[src/rtl/spi_regbank_slave.sv]
// SPI slave bridging a host CPU to a flat register bank: burst reads from RD_DATA,
// burst writes as WR_ADDR/WR_DATA/WR_STB pulses, all SPI pins resynchronised into SYS_CLK.
module spi_regbank_slave #(
    parameter int                  DATA_W   = 16,
    parameter int                  NUM_REGS = 64,
    parameter int                  ADDR_W   = 10,
    parameter int                  SPI_MODE = 0,
    parameter logic [NUM_REGS-1:0] RO_MASK  = '0,
    parameter logic [31:0]         ID_WORD  = 32'h0000_4A53
) (
    input  logic                         SYS_CLK,
    input  logic                         RST_N,
    input  logic                         SPI_CLK,
    input  logic                         SSEL,
    input  logic                         MOSI,
    output logic                         MISO,
    input  logic [NUM_REGS*DATA_W-1:0]   RD_DATA,
    output logic [ADDR_W-1:0]            WR_ADDR,
    output logic [DATA_W-1:0]            WR_DATA,
    output logic                         WR_STB,
    output logic                         BUSY,
    output logic                         FRAME_ERR
);
    localparam int CNT_W = $clog2(DATA_W);
    localparam bit CPOL  = ((SPI_MODE / 2) % 2) != 0;
    localparam bit CPHA  = (SPI_MODE % 2) != 0;

    typedef enum logic [1:0] {ST_IDLE, ST_CMD, ST_READ, ST_WRITE} state_t;
    state_t state, state_nxt;

    logic [2:0]        sck_q, ssel_q, mosi_q;
    logic [1:0]        settle_cnt;
    logic              resync;
    logic [DATA_W-1:0] shreg, word_q, rx_word, rd_word;
    logic [DATA_W-2:0] rx_sr;
    logic [CNT_W-1:0]  bit_cnt;
    logic [ADDR_W-1:0] addr;
    logic              fresh, rd_pend, wr_pend, wr_ok;
    logic              sck_new, sck_old, lead_edge, trail_edge, sample_edge, shift_edge;
    logic              ssel_fall, ssel_rise, word_cplt;
    logic [1:0]        op;

    // After reset, a falling SSEL is only trusted once SSEL has been seen idle, so a
    // frame interrupted by reset is ignored until the host starts a new one.
    always_ff @(posedge SYS_CLK) begin
        if (!RST_N) begin
            sck_q      <= '0;
            ssel_q     <= 3'b111;
            mosi_q     <= '0;
            settle_cnt <= '0;
            resync     <= 1'b1;
        end else begin
            sck_q  <= {sck_q[1:0], SPI_CLK};
            ssel_q <= {ssel_q[1:0], SSEL};
            mosi_q <= {mosi_q[1:0], MOSI};
            if (settle_cnt != 2'd3)
                settle_cnt <= settle_cnt + 2'd1;
            if (resync && settle_cnt == 2'd3 && ssel_q[2] && ssel_q[1])
                resync <= 1'b0;
        end
    end

    assign sck_new     = sck_q[1] ^ CPOL;
    assign sck_old     = sck_q[2] ^ CPOL;
    assign lead_edge   = !sck_old && sck_new;
    assign trail_edge  = sck_old && !sck_new;
    assign sample_edge = CPHA ? trail_edge : lead_edge;
    assign shift_edge  = CPHA ? lead_edge : trail_edge;
    assign ssel_fall   = ssel_q[2] && !ssel_q[1] && !resync;
    assign ssel_rise   = !ssel_q[2] && ssel_q[1];
    assign rx_word     = {rx_sr, mosi_q[2]};
    assign op          = rx_word[DATA_W-1:DATA_W-2];
    assign word_cplt   = (state != ST_IDLE) && !ssel_rise && sample_edge &&
                         (bit_cnt == CNT_W'(DATA_W-1));

    always_comb begin
        rd_word = '0;
        wr_ok   = 1'b0;
        for (int i = 0; i < NUM_REGS; i++) begin
            if (addr == ADDR_W'(i)) begin
                rd_word = RD_DATA[i*DATA_W +: DATA_W];
                wr_ok   = !RO_MASK[i];
            end
        end
    end

    always_ff @(posedge SYS_CLK) begin
        if (!RST_N)
            state <= ST_IDLE;
        else
            state <= state_nxt;
    end

    always_comb begin
        state_nxt = state;
        case (state)
            ST_IDLE:  if (ssel_fall) state_nxt = ST_CMD;
            ST_CMD: begin
                if (ssel_rise)
                    state_nxt = ST_IDLE;
                else if (word_cplt && op == 2'b10)
                    state_nxt = ST_READ;
                else if (word_cplt && op == 2'b01)
                    state_nxt = ST_WRITE;
            end
            ST_READ, ST_WRITE: if (ssel_rise) state_nxt = ST_IDLE;
            default:  state_nxt = ST_IDLE;
        endcase
    end

    always_comb begin
        MISO = (state != ST_IDLE) && shreg[DATA_W-1];
    end

    // WR_STB is a single-cycle pulse; WR_ADDR/WR_DATA are valid in that cycle and
    // hold afterwards. There is no backpressure: the register side must accept it.
    // A freshly loaded word sets 'fresh' so the next shift edge presents its MSb
    // instead of shifting it away.
    always_ff @(posedge SYS_CLK) begin
        if (!RST_N) begin
            shreg     <= '0;
            fresh     <= 1'b0;
            rx_sr     <= '0;
            bit_cnt   <= '0;
            addr      <= '0;
            word_q    <= '0;
            rd_pend   <= 1'b0;
            wr_pend   <= 1'b0;
            WR_ADDR   <= '0;
            WR_DATA   <= '0;
            WR_STB    <= 1'b0;
            BUSY      <= 1'b0;
            FRAME_ERR <= 1'b0;
        end else begin
            WR_STB    <= 1'b0;
            FRAME_ERR <= 1'b0;
            rd_pend   <= 1'b0;
            wr_pend   <= 1'b0;
            BUSY      <= !ssel_q[1];
            if (state == ST_IDLE) begin
                bit_cnt <= '0;
                if (ssel_fall) begin
                    shreg <= ID_WORD[DATA_W-1:0];
                    fresh <= CPHA;
                end
            end else if (ssel_rise) begin
                bit_cnt   <= '0;
                FRAME_ERR <= (bit_cnt != '0);
            end else begin
                if (sample_edge) begin
                    rx_sr <= rx_word[DATA_W-2:0];
                    if (word_cplt) begin
                        bit_cnt <= '0;
                        word_q  <= rx_word;
                        fresh   <= 1'b1;
                        if (!(state == ST_READ || (state == ST_CMD && op == 2'b10)))
                            shreg <= '0;
                        case (state)
                            ST_CMD: begin
                                if (op == 2'b10 || op == 2'b01)
                                    addr <= rx_word[ADDR_W-1:0];
                                rd_pend <= (op == 2'b10);
                            end
                            ST_READ:  rd_pend <= 1'b1;
                            ST_WRITE: wr_pend <= 1'b1;
                            default:  ;
                        endcase
                    end else begin
                        bit_cnt <= bit_cnt + CNT_W'(1);
                    end
                end
                if (shift_edge) begin
                    if (fresh)
                        fresh <= 1'b0;
                    else
                        shreg <= {shreg[DATA_W-2:0], 1'b0};
                end
            end
            if (rd_pend && state == ST_READ) begin
                shreg <= rd_word;
                fresh <= 1'b1;
                addr  <= addr + ADDR_W'(1);
            end
            if (wr_pend) begin
                if (wr_ok) begin
                    WR_ADDR <= addr;
                    WR_DATA <= word_q;
                    WR_STB  <= 1'b1;
                end
                addr <= addr + ADDR_W'(1);
            end
        end
    end
endmodule

[config.mk]
export PLATFORM = sky130hd
export DESIGN_NAME = spi_regbank_slave
export DESIGN_NICKNAME = d
export VERILOG_FILES = /design/src/rtl/spi_regbank_slave.sv
export SDC_FILE = /design/constraint.sdc
export NUM_CORES = 1
export LEC_CHECK = 0
export BUFFER_PORTS_ARGS = -buffer_cell sky130_fd_sc_hd__buf_2
export CAP_MARGIN = 20
export CORE_AREA = 5 5 408 410
export CTS_CLUSTER_DIAMETER = 120
export CTS_CLUSTER_SIZE = 14
export DETAILED_ROUTE_END_ITERATION = 12
export DIE_AREA = 0 0 413 415
export SYNTH_ARGS = -nofsm -noshare
export SYNTH_HDL_FRONTEND = slang
export SYNTH_SLANG_ARGS = --single-unit
[constraint.sdc]
create_clock -name SYS_CLK -period 4.3 [get_ports SYS_CLK]
set_input_delay 0.86 -clock SYS_CLK [delete_from_list [all_inputs] [get_ports SYS_CLK]]
set_output_delay 0.86 -clock SYS_CLK [all_outputs]
set_load 0.01 [all_outputs]
## Yosys cells after proc, flatten, opt, wreduce, memory -nomap -nowiden

Index checks and enable logic that the tools add are counted.

| storage, ports and cells | value |
|---|---|
| input port bits | 1029 |
| flip-flop bits (word level) | 107 |

| cells by class | value |
|---|---|
| add/sub/neg operators | 3 |
| equal/unequal tests | 78 |
| bitwise operators | 5 |
| reductions and logical operators | 43 |
| muxes and demuxes | 163 |

Operator list:

| operator | count |
|---|---|
| $mux 16 | 73 |
| $eq 10x6->1 const B | 32 |
| $eq 10x5->1 const B | 16 |
| $eq 10x4->1 const B | 8 |
| $mux 10 | 8 |
| $mux 1 | 74 |
| $eq 10x3->1 const B | 4 |
| $eq 10x2->1 const B | 2 |
| $logic_and 1x1->1 | 16 |
| $reduce_bool 3->1 | 4 |
| $add 10x1->10 const B | 1 |
| $eq 10x1->1 const B | 1 |
| $logic_not 10->1 | 1 |
| $mux 2 | 5 |
| $ne 3x2->1 const B | 3 |
| $eq 2x2->1 const B | 4 |
| $logic_not 1->1 | 6 |
| $ne 2x2->1 const B | 3 |
| $pmux 2 s3 | 1 |
| $reduce_and 2->1 | 3 |
| $reduce_and 3->1 | 2 |
| $reduce_and 6->1 | 1 |
| $reduce_or 3->1 | 2 |
| $not 1->1 | 5 |
| other kinds (15) | 17 |

## Longest topological paths before layout

| depth | value |
|---|---|
| word-level depth | 66 |
| gate-level depth with buffers | 14 |

## Least setup slack after synthesis

OpenSTA, ideal clock, no wires.

| timing | value |
|---|---|
| kind | register -> register |
| start point | register addr[0] |
| end point | register WR_DATA[10] |
| data arrival time | 2.753 ns |
| path buffers | 3 |
| library setup time | 0.128 ns |
| cell stages (with the launch flop) | 14 |
| slack | 1.420 ns |
| data required time | 4.172 ns |
| cells stage by stage | dfxtp_1 -> inv_1 -> ha_1 -> or2_2 -> clkbuf_1 -> nand2_1 -> nor2_1 -> a2111oi_0 -> o2111ai_1 -> o41a_1 -> buf_2 -> buf_4 -> mux2i_1 -> nor2_1 |

| between the ends | value |
|---|---|
| cells in the longest elaborated chain, start to end | 66 |
| elaborated cells on any way between the ends | 129 |
| those cells by class | eq/ne (63); mux (64); reduce/logical (2) |

RTL lines:

| item | RTL line | text |
|---|---|---|
| from (decl) | 37 | `logic [ADDR_W-1:0] addr;` |
| from (signal assigned) | 161 | `addr <= rx_word[ADDR_W-1:0];` |
| from (signal assigned) | 182 | `addr <= addr + ADDR_W'(1);` |
| from (signal assigned) | 190 | `addr <= addr + ADDR_W'(1);` |
| $logic_not 10->1 | 80 | `if (addr == ADDR_W'(i)) begin` |
| $mux 1 (63 in series) | 80 |  |
| $mux 1 * | 80 |  |
| $reduce_and 2->1 (no source line) * | -- |  |
| to (signal assigned) | 187 | `WR_DATA <= word_q;` |
| to (decl) | 19 | `output logic [DATA_W-1:0] WR_DATA,` |

Every way passes the cells marked *; elsewhere a longest branch is shown, timed or not.
A chain may end at the register's enable or synchronous reset.

## Worst setup path in the final report

| timing | value |
|---|---|
| start point | register addr[0] |
| end point | register shreg[13] |

| between the ends | value |
|---|---|
| cells in the longest elaborated chain, start to end | 66 |
| elaborated cells on any way between the ends | 129 |
| those cells by class | eq/ne (63); mux (65); reduce/logical (1) |

RTL lines:

| item | RTL line | text |
|---|---|---|
| $logic_not 10->1 | 80 |  |
| $mux 16 (63 in series) | 80 |  |
| $mux 16 * | 80 |  |
| $mux 16 * | 179 | `if (rd_pend && state == ST_READ) begin` |
| to (signal assigned) | 143 | `shreg <= ID_WORD[DATA_W-1:0];` |
| to (signal assigned) | 176 | `shreg <= {shreg[DATA_W-2:0], 1'b0};` |
| to (signal assigned) | 180 | `shreg <= rd_word;` |
| to (decl) | 34 | `logic [DATA_W-1:0] shreg, word_q, rx_word, rd_word;` |

Marks and branches as above.

==> results summary <==
After detailed routing, the number of vias per cell comes to 5.51. The distinct cell type count after synthesis came out at 100. Setup repair after global routing left no endpoint under its margin.

In the detailed route, the total length drawn on met3 is 34200 microns. The worst setup path is launched from a flip-flop. The largest net degree at the start of global routing came out at 76. The number of standard cells in the layout, taps in and fillers out came out at 6152. The core area is 162000 sq um. The reported max-cap violation count is 0. The final reports fail on negative setup slack. Timing would allow up to 229 MHz.

The cell family contributing the most delay on the critical path is simple AND/OR/NAND/NOR gates. By area, the combinational part of the netlist is dominated by compound AO/OA/AOI/OAI gates. The via count of the first global-routing pass is 32349. The most numerous cell type found on the critical path is buf_4. CTS built an H-tree with a depth of 3.

The estimated wirelength of the detail-placed design came out at 271000 microns. The clock-pin slew on the worst setup and hold paths is 120 ps. Routability-driven placement finished with a final weighted congestion of 1.05. The post-synthesis to final-layout area growth is 71.7%. The completed layout was analyzed and its total power is 3.45 mW. The compound-gate portion of the synthesized area came out at 48.5%. Counting every net in the synthesized netlist gives 3591. The power density normalized to cell area is 121 nW/um^2. The post-detailed-route count of antenna-violating nets came out at 0. The latest clock arrival within the worst-skew pair is 430 ps.

The wire length of the first global-routing pass came out at 384000 microns. The post-route minimum period is 4380 ps. Wire segments on met2 add up to 136000 microns in the final route.

Measured against the total synthesized area, the mux share comes to 1.51%. The actual transition at the worst max-transition pin is 1200 ps. The setup violation total in the final timing report is 3. The smallest setup slack after layout came out at -75.8 ps.

The net total in the final layout is 4903. The worst IR drop on VDD came out at 0.000194 V. The count of synthesis-stage warnings from yosys came out at 0. The detailed router put a total of 118000 microns of wire on met1. The total wire length came out at 314000 microns. The remaining design rule violation count came out at 0.

The final worst clock skew came out at 42.5 ps. The number of I/O pins is 1059. The synthesized netlist devotes 0.978% of its cell area to adder and majority cells. In the final routed layout, each cell accounts on average for 51.0 microns.

The area of the mapped netlist is 16600 sq um. For this run, the leading register cell type out of synthesis is dfxtp_1. The async set-reset flop share out of synthesis came out at 0%.

Port buffering added 1058 buffers. The starting density of the core came out at 10.3%. The clock tree from TritonCTS is built. The post-synthesis simple-gate area fraction came out at 28.8%. Data on the critical path is required at its endpoint by 4580 ps.

The buffer cell driving the clock tree root is clkbuf_16. The flow ran to the end, but the final reports show violations. The fraction of layout instances using a drive strength above 1 came out at 43.6%. The total global routing track utilization came out at 34.7%. The register bit count reported by yosys came out at 107.

The highest metal layer carrying signal wires in the routed design is met5. Along the worst path, the maximum fanout reaches 9. Summed over all cells, the static leakage comes to 11.5 nW. The sequential fraction of the synthesis area came out at 12.9%. The die covers 171000 sq um. The xor-xnor portion of the synthesized cell area came out at 0.158%.

The die extent in x is 413 microns. The gate count of the mapped netlist is 2549. The standard-cell row count is 148. The number of slew-limit violations in the final report came to 0. The number of antenna violations at the first check in global routing came out at 252. The number of enable flip-flop cells after synthesis is 0. The clock net in this run drives a total of 107 sinks.

Traced cell by cell, the critical path runs through buf_4 -> ha_2 -> or3b_1 -> nor2_4 -> buf_4 -> nor2_1 -> o221a_2 -> nor4_2 -> buf_4 -> o311ai_0 -> buf_4 -> a21oi_1 -> o21ai_1. The total overflow left after global routing is 0. The via total after detailed routing is 33881. The number of failing hold endpoints at the final stage is 0. The critical path data arrival time is 4660 ps.

The worst setup path is of the reg -> reg kind. The path category of the worst min-delay check is reg -> reg. The post-cts hold buffer count came out at 0.

In this run the tightest slew margin relative to its limit is 19.8%. The kind of end point of the critical path is a flip-flop. The maximum buffer depth of the clock tree is 2. The ratio of final minimum period to clock period is 102%.

The slowest stage of the critical path is the or3b_1 cell. Counting tap cells, the placed design contains a total of 6022 instances. The pre-antenna-repair detailed-routing pass consisted of 6 iterations. In this design, the stage delay of the slowest critical-path cell is 610 ps. The die span in y is 415 microns. The fraction of the core area covered by cells at the end of the flow is 17.6%. The synthesized area per cell is 6.53 sq um. The count of routing violations after the opening detailed-route iteration is 5302. The buffering stage count on the worst path with inverters included is 4. The TritonCTS buffer count came out at 9.
==> cells in the final DEF (no fill, tap or decap), types with 59 or more instances in the layout <==
cell | synthesis | final
buf_2 | 69 | 1058
buf_4 | 15 | 457
nor2_1 | 278 | 262
nand2_1 | 262 | 254
a21oi_1 | 219 | 218
o21ai_0 | 189 | 188
nand3_1 | 121 | 121
diode_2 | 0 | 111
dfxtp_1 | 107 | 107
a221oi_1 | 99 | 97
nor3_1 | 95 | 94
o22ai_1 | 82 | 82
o211ai_1 | 59 | 59
==> power by group <==
group / internal (mW) / switching [mW] / leakage [nW] / total [mW]
Combinational: 0.508 / 0.880 / 10.5 / 1.39
Sequential: 1.03 / 0.0669 / 0.865 / 1.10
Clock: 0.416 / 0.552 / 0.146 / 0.969
==> final timing paths <==
path                   from  depth (start not counted)   endpoint  slack, ps
setup / recovery    addr[0]                         13  shreg[13]        -80
hold / removal    ssel_q[0]                          1  ssel_q[1]        410
setup reg to reg    addr[0]                         13  shreg[13]        -80
hold reg to reg   ssel_q[0]                          1  ssel_q[1]        410
==> timing repair <==
item | CTS | global route
setup buffers | 2 | 0
resized for setup | 10 | 8
setup endpoints to repair | 5 | 4
pin swaps | 2 | 0
==> per-layer routing <==
| metal | vias up | track usage (%) |
|---|---|---|
| met1 | 17076 | 40.3 |
| met4 | 164 | 21.6 |
| met2 | 2840 | 53.5 |
| met3 | 871 | 13.1 |
| li1 | 12930 | - |
| met5 | - | 0 |
==> synthesized netlist by cell type (all sizes together), types with 15 or more instances <==
| master | number | area [sq um] |
|---|---|---|
| o31ai | 21 | 158 |
| o211ai | 59 | 443 |
| a21oi | 219 | 1100 |
| nor2 | 284 | 1080 |
| and3 | 26 | 163 |
| nand4 | 25 | 156 |
| a31oi | 42 | 269 |
| a22oi | 51 | 383 |
| mux2i | 24 | 240 |
| and2 | 16 | 100 |
| nor3 | 108 | 618 |
| buf | 112 | 601 |
| or3 | 19 | 119 |
| o21ai | 204 | 1020 |
| a221oi | 99 | 867 |
| nand3 | 121 | 606 |
| a221o | 29 | 290 |
| dfxtp | 107 | 2140 |
| o22a | 15 | 131 |
| clkbuf | 135 | 507 |
| nor4 | 30 | 221 |
| inv | 22 | 82.6 |
| a211oi | 48 | 360 |
| o32ai | 17 | 149 |
| o221ai | 54 | 473 |
| a2111oi | 26 | 241 |
| a32oi | 20 | 175 |
| nand2 | 263 | 990 |
| o22ai | 83 | 526 |
==> area by class of cell <==
| type | count | area (sq um) |
|---|---|---|
| timing repair buffer | 1548 | 9380 |
| clock buffer | 9 | 225 |
| sequential | 107 | 2140 |
| multi-input combinational | 2173 | 13700 |
| inverter | 22 | 82.6 |
| fill | 18892 | 133000 |
| tap | 2175 | 2720 |
| antenna | 111 | 278 |
| clock inverter | 7 | 82.6 |
==> flip-flops by register name, indices dropped and copies added (netlist names) <==
signal / count
BUSY: 1
rx_sr: 15
fresh: 1
mosi_q: 3
rd_pend: 1
WR_ADDR: 10
bit_cnt: 4
FRAME_ERR: 1
addr: 10
word_q: 16
wr_pend: 1
sck_q: 3
resync: 1
state: 2
settle_cnt: 2
ssel_q: 3
WR_DATA: 16
WR_STB: 1
shreg: 16
==> worst register-to-register path: stages (launching register included) <==
cell and delay [ps]:
dfxtp_1 430, buf_4 180, ha_2 240, or3b_1 610, nor2_4 470, buf_4 330
nor2_1 80, o221a_2 170, nor4_2 490, buf_4 210, o311ai_0 220, buf_4 250
a21oi_1 440, o21ai_1 100
==> kinds of logic after synthesis <==
kind of cell,after synthesis
compound gates,1153
simple gates,979
buf+inv,269
flops,107
mux,25
fa+ha+maj,13
xor+xnor,3
==> metrics by stage <==
step	area, sq um	worst slack (ps)	TNS [ps]	hold slack, ps
final	28600	-75.8	-99.4	414
after global routing	28400	30.1	0	446
after CTS	28200	4.47	0	426
after detailed placement	27900	-351	-1040	408
after global placement	27900	-460	-1140	410
after floorplan	16600	1420	0	386
No activity file was read; power rests on OpenSTA's default activity.
